**src/rtl/ifid_hazard_ctrl.sv**
```systemverilog
// IF/ID sequencing controller: load-use, imem miss, mispredict and
// exception arbitration driving PC / IFID / IDEX write controls.
module ifid_hazard_ctrl #(
   parameter int unsigned EXC_DRAIN    = 2,
   parameter int unsigned MISS_TIMEOUT = 64,
   parameter int unsigned CNT_W        = 16
) (
   input  logic             clk,
   input  logic             reset,
   input  logic             IDEX_MemRead,
   input  logic [4:0]       IDEX_Rt,
   input  logic [4:0]       IFID_Rs,
   input  logic [4:0]       IFID_Rt,
   input  logic             IFID_UsesRt,
   input  logic             ImemReady,
   input  logic             BrMispredict,
   input  logic             Exception,
   output logic             PCWrite,
   output logic             IF_ID_Write,
   output logic             IF_ID_Flush_excep,
   output logic             ID_EX_Bubble,
   output logic             ExcepPCSel,
   output logic             ImemTimeout,
   output logic [CNT_W-1:0] StallCnt
);

   typedef enum logic [1:0] {
      S_RUN,
      S_IMISS,
      S_EXC
   } state_e;

   localparam logic [3:0] DRAIN_INIT = 4'(EXC_DRAIN);
   localparam logic [7:0] MISS_LAST  = 8'(MISS_TIMEOUT - 1);

   state_e           state_q, state_d;
   logic [3:0]       drain_q, drain_d;
   logic [7:0]       miss_q, miss_d;
   logic             timeout_q, timeout_d;
   logic [CNT_W-1:0] stall_q, stall_d;

   logic lu;
   logic take_exc;
   logic pc_we, ifid_we, flush, bubble, exc_sel;

   always_comb begin
      lu = IDEX_MemRead && (IDEX_Rt != 5'd0) &&
           ((IDEX_Rt == IFID_Rs) ||
            (IFID_UsesRt && (IDEX_Rt == IFID_Rt)));

      pc_we     = 1'b1;
      ifid_we   = 1'b1;
      flush     = 1'b0;
      bubble    = 1'b0;
      exc_sel   = 1'b0;
      take_exc  = 1'b0;
      state_d   = state_q;
      drain_d   = drain_q;
      miss_d    = miss_q;
      timeout_d = timeout_q;

      unique case (state_q)
         S_RUN: begin
            if (Exception) begin
               take_exc = 1'b1;
            end else if (BrMispredict) begin
               flush = 1'b1;
            end else if (!ImemReady) begin
               pc_we   = 1'b0;
               flush   = 1'b1;
               miss_d  = 8'd0;
               state_d = S_IMISS;
            end else if (lu) begin
               pc_we   = 1'b0;
               ifid_we = 1'b0;
               bubble  = 1'b1;
            end
         end
         S_IMISS: begin
            miss_d = miss_q + 8'd1;
            if (Exception) begin
               take_exc = 1'b1;
            end else if (BrMispredict) begin
               flush   = 1'b1;
               miss_d  = 8'd0;
               state_d = S_RUN;
            end else if (ImemReady) begin
               state_d = S_RUN;
               if (lu) begin
                  pc_we   = 1'b0;
                  ifid_we = 1'b0;
                  bubble  = 1'b1;
               end
            end else if (miss_q == MISS_LAST) begin
               // Watchdog: treat a stuck fetch as an exception
               take_exc  = 1'b1;
               timeout_d = 1'b1;
            end else begin
               pc_we = 1'b0;
               flush = 1'b1;
            end
         end
         S_EXC: begin
            pc_we   = 1'b0;
            flush   = 1'b1;
            bubble  = 1'b1;
            drain_d = drain_q - 4'd1;
            if (drain_q <= 4'd1) begin
               state_d = S_RUN;
            end
         end
         default: begin
            state_d = S_RUN;
         end
      endcase

      if (take_exc) begin
         pc_we   = 1'b1;
         ifid_we = 1'b1;
         flush   = 1'b1;
         bubble  = 1'b1;
         exc_sel = 1'b1;
         drain_d = DRAIN_INIT;
         state_d = S_EXC;
      end

      stall_d = stall_q;
      if (!pc_we && (stall_q != {CNT_W{1'b1}})) begin
         stall_d = stall_q + CNT_W'(1);
      end
   end

   always_ff @(posedge clk) begin
      if (reset) begin
         state_q   <= S_RUN;
         drain_q   <= 4'd0;
         miss_q    <= 8'd0;
         timeout_q <= 1'b0;
         stall_q   <= '0;
      end else begin
         state_q   <= state_d;
         drain_q   <= drain_d;
         miss_q    <= miss_d;
         timeout_q <= timeout_d;
         stall_q   <= stall_d;
      end
   end

   // Reset forces the safe hold/flush pattern without waiting for an edge
   assign PCWrite           = reset ? 1'b0 : pc_we;
   assign IF_ID_Write       = reset ? 1'b1 : ifid_we;
   assign IF_ID_Flush_excep = reset ? 1'b1 : flush;
   assign ID_EX_Bubble      = reset ? 1'b1 : bubble;
   assign ExcepPCSel        = reset ? 1'b0 : exc_sel;
   assign ImemTimeout       = reset ? 1'b0 : timeout_q;
   assign StallCnt          = reset ? '0 : stall_q;

endmodule

```
**config.mk**
```make
export PLATFORM = sky130hd
export DESIGN_NAME = ifid_hazard_ctrl
export DESIGN_NICKNAME = d
export VERILOG_FILES = /design/src/rtl/ifid_hazard_ctrl.sv
export SDC_FILE = /design/constraint.sdc
export NUM_CORES = 1
export LEC_CHECK = 0
export BUFFER_PORTS_ARGS = -buffer_cell sky130_fd_sc_hd__buf_2
export CAP_MARGIN = 20
export CORE_MARGIN = 1.5
export CORE_UTILIZATION = 50
export CTS_BUF_LIST = sky130_fd_sc_hd__clkbuf_4
export DETAILED_ROUTE_END_ITERATION = 8
export PLACE_DENSITY = 0.78
export SLEW_MARGIN = 20
export SYNTH_ARGS = -nofsm -noshare
export SYNTH_HDL_FRONTEND = slang
export SYNTH_SLANG_ARGS = --single-unit
```
**constraint.sdc**
```tcl
create_clock -name clk -period 2.25 [get_ports clk]
set_input_delay 0.45 -clock clk [delete_from_list [all_inputs] [get_ports clk]]
set_output_delay 0.45 -clock clk [all_outputs]
set_load 0.01 [all_outputs]
```
==> results of run 1 <==
## power by group
part | total, mW | switching [mW] | leakage (nW) | internal, mW
Sequential | 0.572 | 0.0134 | 0.254 | 0.559
Clock | 0.328 | 0.196 | 0.0317 | 0.133
Combinational | 0.197 | 0.108 | 0.715 | 0.0890
## cell type report
cell class | count | area (sq um)
tap | 48 | 60.1
sequential | 31 | 631
clock buffer | 6 | 45.0
inverter | 8 | 30.0
timing repair buffer | 67 | 395
multi-input combinational | 179 | 1270
clock inverter | 2 | 12.5
fill | 313 | 1220
## kinds of logic (layout without fill, tap and decap cells)
group / after synthesis / in the layout
simple gates: 112 / 112
compound gates: 35 / 35
flops: 31 / 31
xor+xnor: 18 / 18
buf+inv: 16 / 83
mux: 10 / 10
fa+ha+maj: 4 / 4
## metrics by stage
stage | power, mW | hold WS [ns] | setup TNS, ns | area, sq um
5_1_grt | 1.15 | 0.434 | -0.641 | 2440
4_1_cts | 1.10 | 0.425 | -0.105 | 2390
2_1_floorplan | 0.696 | 0.429 | 0 | 1890
6_report | 1.10 | 0.443 | -0.145 | 2440
3_5_place_dp | 0.759 | 0.451 | -0.248 | 2220
3_3_place_gp | 0.755 | 0.441 | -0.149 | 2220
## path summary, 6_finish.rpt
check,end,start,slack (ns)
hold / removal,state_q[0],Exception,0.44
hold reg to reg,timeout_q,timeout_q,0.48
setup / recovery,PCWrite,IDEX_Rt[2],-0.08
setup reg to reg,stall_q[7],miss_q[0],0.06
## state kept, by name, indices dropped and copies added (netlist names)
register / flops
miss_q: 8
stall_q: 16
state_q: 2
timeout_q: 1
drain_q: 4
## timing repair
item / in CTS / in global routing
gates resized for setup: 16 / 8
setup buffers: 7 / 2
setup endpoints to repair: 5 / 15
hold endpoints to repair: 0 / 0
pin swaps: 5 / 7
## tightest hold or removal path: cells and delay by family
| family | cells | cell delay, ns |
|---|---|---|
| buffers and inverters | 1 | 0.11 |
| and+or+nand+nor | 2 | 0.18 |
## routing by layer
layer	wire length, microns	GRT usage (%)	vias up	share of wire [%]
li1	-	-	936	-
met1	1970	26.5	851	45
met2	2240	38.3	35	51
met3	151	4.34	8	3.4
met4	60	6.65	0	1.4
met5	0	0	-	0
## cell usage in the layout, fill, tap and decap left out, types with 11 or more instances in the layout
master	count
xor2_1	11
a21oi_1	11
nor2_1	28
nand3_1	13
buf_4	24
dfxtp_1	25
buf_2	43
nor3_1	12
nor2b_1	18
==> impl_metrics.py, run 1 <==
metrics = {
    "outcome": {
        "status": "finished, violations left",
        "failed_checks": "setup timing",
    },
    "clock_network": {
        "hold_buffers": 0,
        "cts_tree": "built",
        "cts_max_level": 2,
        "clkLatencyLatePin_ns": 0.33,
        "path_clk_slew_ns": 0.10,
        "cts.path.max_buffers": 2,
        "cts_buffers": 5,
        "cts.sinks": 31,
        "cts_root_buffer": "clkbuf_4",
    },
    "critical_path": {
        "slowest_delay_ns": 0.55,
        "worst_setup_path_start_kind": "input port",
        "path_max_fanout": 2,
        "crit_type": "in -> out",
        "arrival_ns": 1.88,
        "worst-path-buf-inv": 3,
        "slowest_stage": "or4_1",
        "cp.depth": 8,
        "endpoint_kind": "output pin",
        "r2r_cells": 8,
        "crit_top_cell": "buf_2",
        "cp.required_ns": 1.80,
        "path_delay_family": "simple AND/OR/NAND/NOR gates",
        "worstPathCellList": "buf_2, buf_4, or4_1, nor2_4, a211o_2, o21ai_2, nor2_1, buf_2",
    },
    "global_routing": {
        "grt_max_degree": 23,
        "antenna_found_initial": 0,
        "grt.overflow.total": 0,
        "grtUsageTotal_pct": 21.7,
        "grt_pass1_vias": 1667,
        "grt_pass1_wl_microns": 7190,
    },
    "flow_run": {
        "cap_violations": 0,
    },
    "synthesis": {
        "yosys.area_share.adder_pct": 2.64,
        "yosysSeqAreaShare_pct": 32.8,
        "netlist_area_sq_um": 1890,
        "post-synth-top-count-cell": "dfxtp_1",
        "yosys_most_used_dff": "dfxtp_1",
        "syn_inst": 226,
        "syn_avg_cell_area_sq_um": 8.38,
        "synth-compound-area-share_pct": 12.0,
        "yosysTopAreaCell": "dfxtp_1",
        "synth_top_family_by_area": "simple AND/OR/NAND/NOR gates",
        "yosys_warnings": 0,
        "synthMuxAreaShare_pct": 6.08,
        "synth_enable_flop_cells": 0,
        "synth_top_area_share_pct": 32.8,
        "async_flop_share_pct": 0,
        "synth-seq-cells": 31,
        "syn_nets": 252,
        "synth_common_cells": "31 x dfxtp_1, 30 x nor2_1, 18 x nor2b_1",
        "synth_xor_area_share_pct": 8.32,
        "synth_cell_types": 46,
        "yosys.area_share.simple_pct": 33.5,
        "synthTopCellsByArea": "dfxtp_1 33%, nor2_1 5.9%, nor2b_1 5.9%, xor2_1 5.1%, mux2_2 4.8%",
    },
    "timing": {
        "fin_skew_ns": 0.0170,
        "fmax_mhz": 429,
        "setup_slack_ns": -0.0832,
        "maxSlewHeadroom_pct": 63.0,
        "period_needed_ns": 2.33,
        "finalMaxSlewViolations": 0,
        "finalCritPeriodShare_pct": 104,
        "finalSetupViolations": 4,
        "tightest_slew_ns": 0.553,
        "hold_viol": 0,
        "rsz0062_at_grt": "true",
    },
    "placement": {
        "dp.cells": 324,
        "placement.io_buffers": 43,
        "gp_congestion": 0.794,
        "dp_hpwl_microns": 3170,
        "dp_slack_ns": -0.0923,
    },
    "worst_hold_path": {
        "holdPathStages": 3,
        "hp-class": "in -> reg",
    },
    "finish": {
        "final_nets": 318,
        "final_core_util_pct": 66.8,
        "diodes": 0,
        "layout-drive-gt1-share_pct": 37.2,
        "final_cells": 341,
        "areaGrowthSynthToFinish_pct": 29.1,
    },
    "route": {
        "wire_per_inst_microns": 13.0,
        "route.detailed.drc": 0,
        "viasPerCell": 5.37,
        "ant_nets": 0,
        "vias": 1830,
        "first_pass_iters": 4,
        "drt_wl_total_microns": 4420,
        "drt_iter0_markers": 71,
    },
    "floorplanning": {
        "dieArea_sq_um": 4170,
        "io_pins": 44,
        "die_h_microns": 64.6,
        "rows": 22,
        "initial_core_util_pct": 51.7,
        "die_w_microns": 64.6,
        "coreArea_sq_um": 3660,
    },
    "pwr": {
        "powerDensity_nw_per_um2": 449,
        "ir_worst_vdd_mv": 0.395,
        "leakage_nw": 1.00,
    },
}
(Power assumes the default switching activity.)
==> inputs of run 2 (changes only) <==
--- a/config.mk
+++ b/config.mk
@@ -12,6 +12,7 @@
 export CTS_BUF_LIST = sky130_fd_sc_hd__clkbuf_4
 export DETAILED_ROUTE_END_ITERATION = 8
 export PLACE_DENSITY = 0.78
+export SETUP_SLACK_MARGIN = 0.05
 export SLEW_MARGIN = 20
 export SYNTH_ARGS = -nofsm -noshare
 export SYNTH_HDL_FRONTEND = slang
==> impl_metrics.py, run 2 (same netlist as run 1, synthesis figures left out) <==
metrics = {
    "outcome": {
        "status": "finished, violations left",
        "failed_checks": "setup timing",
    },
    "timing": {
        "fin_skew_ns": 0.0204,
        "tightest_slew_ns": 0.516,
        "hold_viol": 0,
        "setup_slack_ns": -0.113,
        "period_needed_ns": 2.36,
        "holdWs_ns": 0.427,
        "finalSetupViolations": 4,
        "fmax_mhz": 423,
        "finalMaxSlewViolations": 0,
        "rsz0062_at_grt": "true",
        "finalCritPeriodShare_pct": 105,
        "maxSlewHeadroom_pct": 65.5,
    },
    "floorplanning": {
        "initial_core_util_pct": 51.7,
        "dieArea_sq_um": 4170,
        "io_pins": 44,
        "coreArea_sq_um": 3660,
        "die_h_microns": 64.6,
        "die_w_microns": 64.6,
        "rows": 22,
    },
    "clock_network": {
        "path_clk_slew_ns": 0.10,
        "cts.path.max_buffers": 2,
        "cts_root_buffer": "clkbuf_4",
        "cts_buffers": 5,
        "cts_tree": "built",
        "hold_buffers": 0,
        "cts.sinks": 31,
        "clkLatencyLatePin_ns": 0.34,
        "cts_max_level": 2,
    },
    "placement": {
        "place_area_sq_um": 2220,
        "gp_congestion": 0.794,
        "placement.io_buffers": 43,
        "dp_slack_ns": -0.0923,
        "dp.cells": 324,
        "dp_hpwl_microns": 3170,
    },
    "route": {
        "drt_iter0_markers": 62,
        "viasPerCell": 5.37,
        "ant_nets": 0,
        "route.detailed.drc": 0,
        "first_pass_iters": 4,
        "vias": 1836,
        "drt_wl_total_microns": 4460,
        "wire_per_inst_microns": 13.0,
    },
    "finish": {
        "layout_common_cells": "43 x buf_2, 28 x nor2_1, 25 x dfxtp_1, 25 x buf_4, 18 x nor2b_1",
        "final_nets": 319,
        "largest-register": "stall_q",
        "finalInstanceArea_sq_um": 2480,
        "final_common_cell": "buf_2",
        "diodes": 0,
        "num-fill-cells": 311,
        "seq_area_sq_um": 631,
        "reg.largest.list": "stall_q: 16 flops, miss_q: 8 flops, drain_q: 4 flops",
        "multi_input_area_sq_um": 1300,
        "largest_reg_flops": 16,
        "areaGrowthSynthToFinish_pct": 31.0,
        "layout-drive-gt1-share_pct": 39.1,
        "final_cells": 342,
    },
    "critical_path": {
        "arrival_ns": 1.91,
        "slowest_delay_ns": 0.51,
        "worstPathCellList": "buf_2, buf_4, or4_1, nor2_2, a211o_2, o21ai_2, nor2_1, buf_2",
        "crit_type": "in -> out",
        "endpoint_kind": "output pin",
        "slowest_stage": "or4_1",
        "worst_setup_path_start_kind": "input port",
        "crit_top_cell": "buf_2",
        "path_max_fanout": 2,
        "cp.required_ns": 1.80,
        "worst-path-buf-inv": 3,
        "path_delay_family": "simple AND/OR/NAND/NOR gates",
    },
    "global_routing": {
        "antenna_found_initial": 0,
        "grt.overflow.total": 0,
        "grt_pass1_vias": 1672,
        "grtUsageTotal_pct": 22.1,
        "grt_max_degree": 23,
        "grt_pass1_wl_microns": 7220,
    },
    "pwr": {
        "leakage_nw": 1.01,
        "design_power_total_mw": 1.11,
        "powerDensity_nw_per_um2": 446,
        "ir_worst_vdd_mv": 0.372,
    },
    "worst_hold_path": {
        "hp-class": "in -> reg",
    },
    "flow_run": {
        "cap_violations": 0,
    },
}
run 2: changes by cell type in the layout (fill, tap and decap cells not counted), sizes merged:
cell / before / now
buf: 67 / 68
run 2: area by class of cell:
class,count,share of cell area (%)
Multi-Input combinational cell,179,52.4
Sequential cell,31,25.4
Timing Repair Buffer,68,16.2
Tap cell,48,2.42
Clock buffer,6,1.82
Inverter,8,1.21
Clock inverter,2,0.504
run 2: final timing paths:
check	startpoint	cells past startpoint	to	slack (ns)
worst max-delay path	IDEX_Rt[2]	8	PCWrite	-0.11
worst min-delay path	Exception	3	state_q[0]	0.43
worst max register to register	miss_q[0]	8	stall_q[7]	0.05
worst min register to register	timeout_q	2	timeout_q	0.47
run 2: stage by stage:
stage	setup TNS, ns	utilization [%]
after detailed placement	-0.248	60.7
after global placement	-0.149	60.7
after global routing	-0.756	67.8
after floorplan	0	-
final	-0.171	67.8
after CTS	-0.105	65.7
run 2: repair_timing:
item / 4_1_cts / 5_1_grt
buffers inserted: 8 / 2
endpoints found under the setup margin: 6 / 15
pin swaps: 5 / 7
resized for setup: 17 / 12
run 2: worst reg2reg max path, delay by kind of cell, from the launching register on:
family	cells	cell delay, ns
simple gates	3	0.44
mux	1	0.35
compound gates	2	0.63
flops	1	0.35
fa+ha+maj	1	0.17
buf+inv	1	0.14
run 2: report_power, final:
group          internal, mW  switching, mW  total, mW
clock                 0.132          0.204      0.337
combinational        0.0906          0.108      0.198
sequential            0.559         0.0135      0.572
run 2: routing by layer:
| layer | up-vias | GRT usage, % | part of all wire [%] | wire length (microns) |
|---|---|---|---|---|
| li1 | 937 | - | - | - |
| met1 | 850 | 26.5 | 44 | 1940 |
| met2 | 38 | 38.4 | 50 | 2240 |
| met3 | 11 | 4.34 | 3.7 | 166 |
| met4 | 0 | 9.57 | 2.3 | 104 |
| met5 | - | 0 | 0 | 0 |
==> inputs of run 3 (changes only) <==
--- a/config.mk
+++ b/config.mk
@@ -12,6 +12,7 @@
 export CTS_BUF_LIST = sky130_fd_sc_hd__clkbuf_4
 export DETAILED_ROUTE_END_ITERATION = 8
 export PLACE_DENSITY = 0.78
+export RECOVER_POWER = 100
 export SETUP_SLACK_MARGIN = 0.05
 export SLEW_MARGIN = 20
 export SYNTH_ARGS = -nofsm -noshare
==> impl_metrics.py, run 3 (same netlist as run 1, synthesis figures left out) <==
metrics = {
    "floorplanning": {
        "initial_core_util_pct": 51.7,
        "rows": 22,
        "dieArea_sq_um": 4170,
        "io_pins": 44,
        "coreArea_sq_um": 3660,
        "die_w_microns": 64.6,
        "die_h_microns": 64.6,
    },
    "timing": {
        "finalSetupViolations": 4,
        "maxSlewHeadroom_pct": 65.2,
        "period_needed_ns": 2.36,
        "tightest_slew_ns": 0.522,
        "rsz0062_at_grt": "true",
        "finalCritPeriodShare_pct": 105,
        "hold_viol": 0,
        "holdWs_ns": 0.426,
        "fin_skew_ns": 0.0204,
        "finalMaxSlewViolations": 0,
        "fmax_mhz": 424,
        "setup_slack_ns": -0.108,
    },
    "global_routing": {
        "grtUsageTotal_pct": 22.1,
        "grt-busiest-layer": "met2",
        "use_met2_pct": 38.4,
        "met3_usage_pct": 4.34,
        "antenna_found_initial": 0,
        "grt_pass1_wl_microns": 7220,
        "grt.overflow.total": 0,
        "met1_usage_pct": 26.5,
        "grt_max_degree": 23,
        "grt_pass1_vias": 1672,
    },
    "finish": {
        "layout-drive-gt1-share_pct": 39.1,
        "final_cells": 342,
        "layout_common_cells": "43 x buf_2, 28 x nor2_1, 25 x dfxtp_1, 24 x buf_4, 18 x nor2b_1",
        "largest_reg_flops": 16,
        "areaGrowthSynthToFinish_pct": 31.0,
        "final_core_util_pct": 67.8,
        "diodes": 0,
        "final_nets": 319,
        "reg.largest.list": "stall_q: 16 flops, miss_q: 8 flops, drain_q: 4 flops",
        "final_common_cell": "buf_2",
        "largest-register": "stall_q",
    },
    "worst_hold_path": {
        "holdPathStages": 3,
        "hp-start": "Exception",
        "whs_endpoint": "state_q[0]",
        "hp-class": "in -> reg",
    },
    "route": {
        "drt_wl_total_microns": 4450,
        "ant_nets": 0,
        "vias": 1839,
        "wire_per_inst_microns": 13.0,
        "drt_iter0_markers": 62,
        "viasPerCell": 5.38,
        "route.detailed.drc": 0,
        "first_pass_iters": 4,
    },
    "placement": {
        "gp_congestion": 0.794,
        "placement.io_buffers": 43,
        "dp.cells": 324,
        "dp_hpwl_microns": 3170,
        "dp_slack_ns": -0.0923,
    },
    "critical_path": {
        "arrival_ns": 1.91,
        "path_max_fanout": 2,
        "timing.rr.end": "stall_q[7]",
        "r2r_setup_slack_ns": 0.05,
        "worst_setup_path_start_kind": "input port",
        "crit_type": "in -> out",
        "endpoint_kind": "output pin",
        "crit-reg2reg-launch": "miss_q[0]",
        "r2r_cells": 8,
        "cp.required_ns": 1.80,
    },
    "clock_network": {
        "cts_buffers": 5,
        "cts_max_level": 2,
        "hold_buffers": 0,
        "path_clk_slew_ns": 0.11,
        "cts_tree": "built",
        "cts.sinks": 31,
        "clkLatencyLatePin_ns": 0.35,
        "cts_root_buffer": "clkbuf_4",
        "cts.path.max_buffers": 2,
    },
    "outcome": {
        "status": "finished, violations left",
        "failed_checks": "setup timing",
    },
    "pwr": {
        "ir_worst_vdd_mv": 0.372,
        "powerDensity_nw_per_um2": 447,
        "leakage_nw": 1.01,
    },
    "flow_run": {
        "cap_violations": 0,
    },
}
## run 3: cell count changes in the layout (fill, tap and decap cells not counted), sizes merged
cell,change
buf,-1
clkbuf,+1
## run 3: how the worst max path moves through the flow
stage | from | endpoint | slack (ns) | cells after the start
after detailed placement | IDEX_Rt[3] | stall_q[7] | -0.09 | 7
after floorplan | miss_q[0] | stall_q[9] | 0.15 | 8
final | IDEX_Rt[2] | PCWrite | -0.11 | 8
after global placement | IDEX_Rt[3] | ID_EX_Bubble | -0.05 | 9
after global routing | miss_q[6] | PCWrite | -0.18 | 6
after CTS | miss_q[6] | PCWrite | -0.06 | 6
## run 3: layer usage
| metal | up-vias | wire (microns) |
|---|---|---|
| li1 | 939 | - |
| met1 | 858 | 1960 |
| met2 | 33 | 2260 |
| met3 | 9 | 144 |
| met4 | 0 | 89 |
| met5 | - | 0 |
## run 3: area by class of cell
cell class,count,area [sq um]
Clock buffer,6,45.0
Inverter,8,30.0
Clock inverter,2,12.5
Multi-Input combinational cell,179,1300
Tap cell,48,60.1
Sequential cell,31,631
Fill cell,311,1180
Timing Repair Buffer,68,403
## run 3: timing repair
action | in CTS | in global routing
gates resized for setup | 17 | 12
buffers inserted | 8 | 2
endpoints found under the setup margin | 6 | 15
pin swaps | 5 | 7
## run 3: worst max-delay path: stages
cell	delay, ns
buf_2	0.11
buf_4	0.13
or4_1	0.51
nor2_2	0.19
a211o_2	0.16
o21ai_2	0.07
nor2_1	0.13
buf_2	0.16
## run 3: report_power, final
| part | total, mW | switching, mW | internal [mW] |
|---|---|---|---|
| Clock | 0.339 | 0.206 | 0.133 |
| Combinational | 0.198 | 0.108 | 0.0905 |
| Sequential | 0.572 | 0.0135 | 0.559 |
## run 3: per-stage QoR
step	cell area [sq um]	setup TNS, ns	total power [mW]
finish	2480	-0.184	1.11
global route	2480	-0.756	1.16
CTS	2400	-0.105	1.10
detailed placement	2220	-0.248	0.759
global placement	2220	-0.149	0.755
floorplan	1890	0	0.696
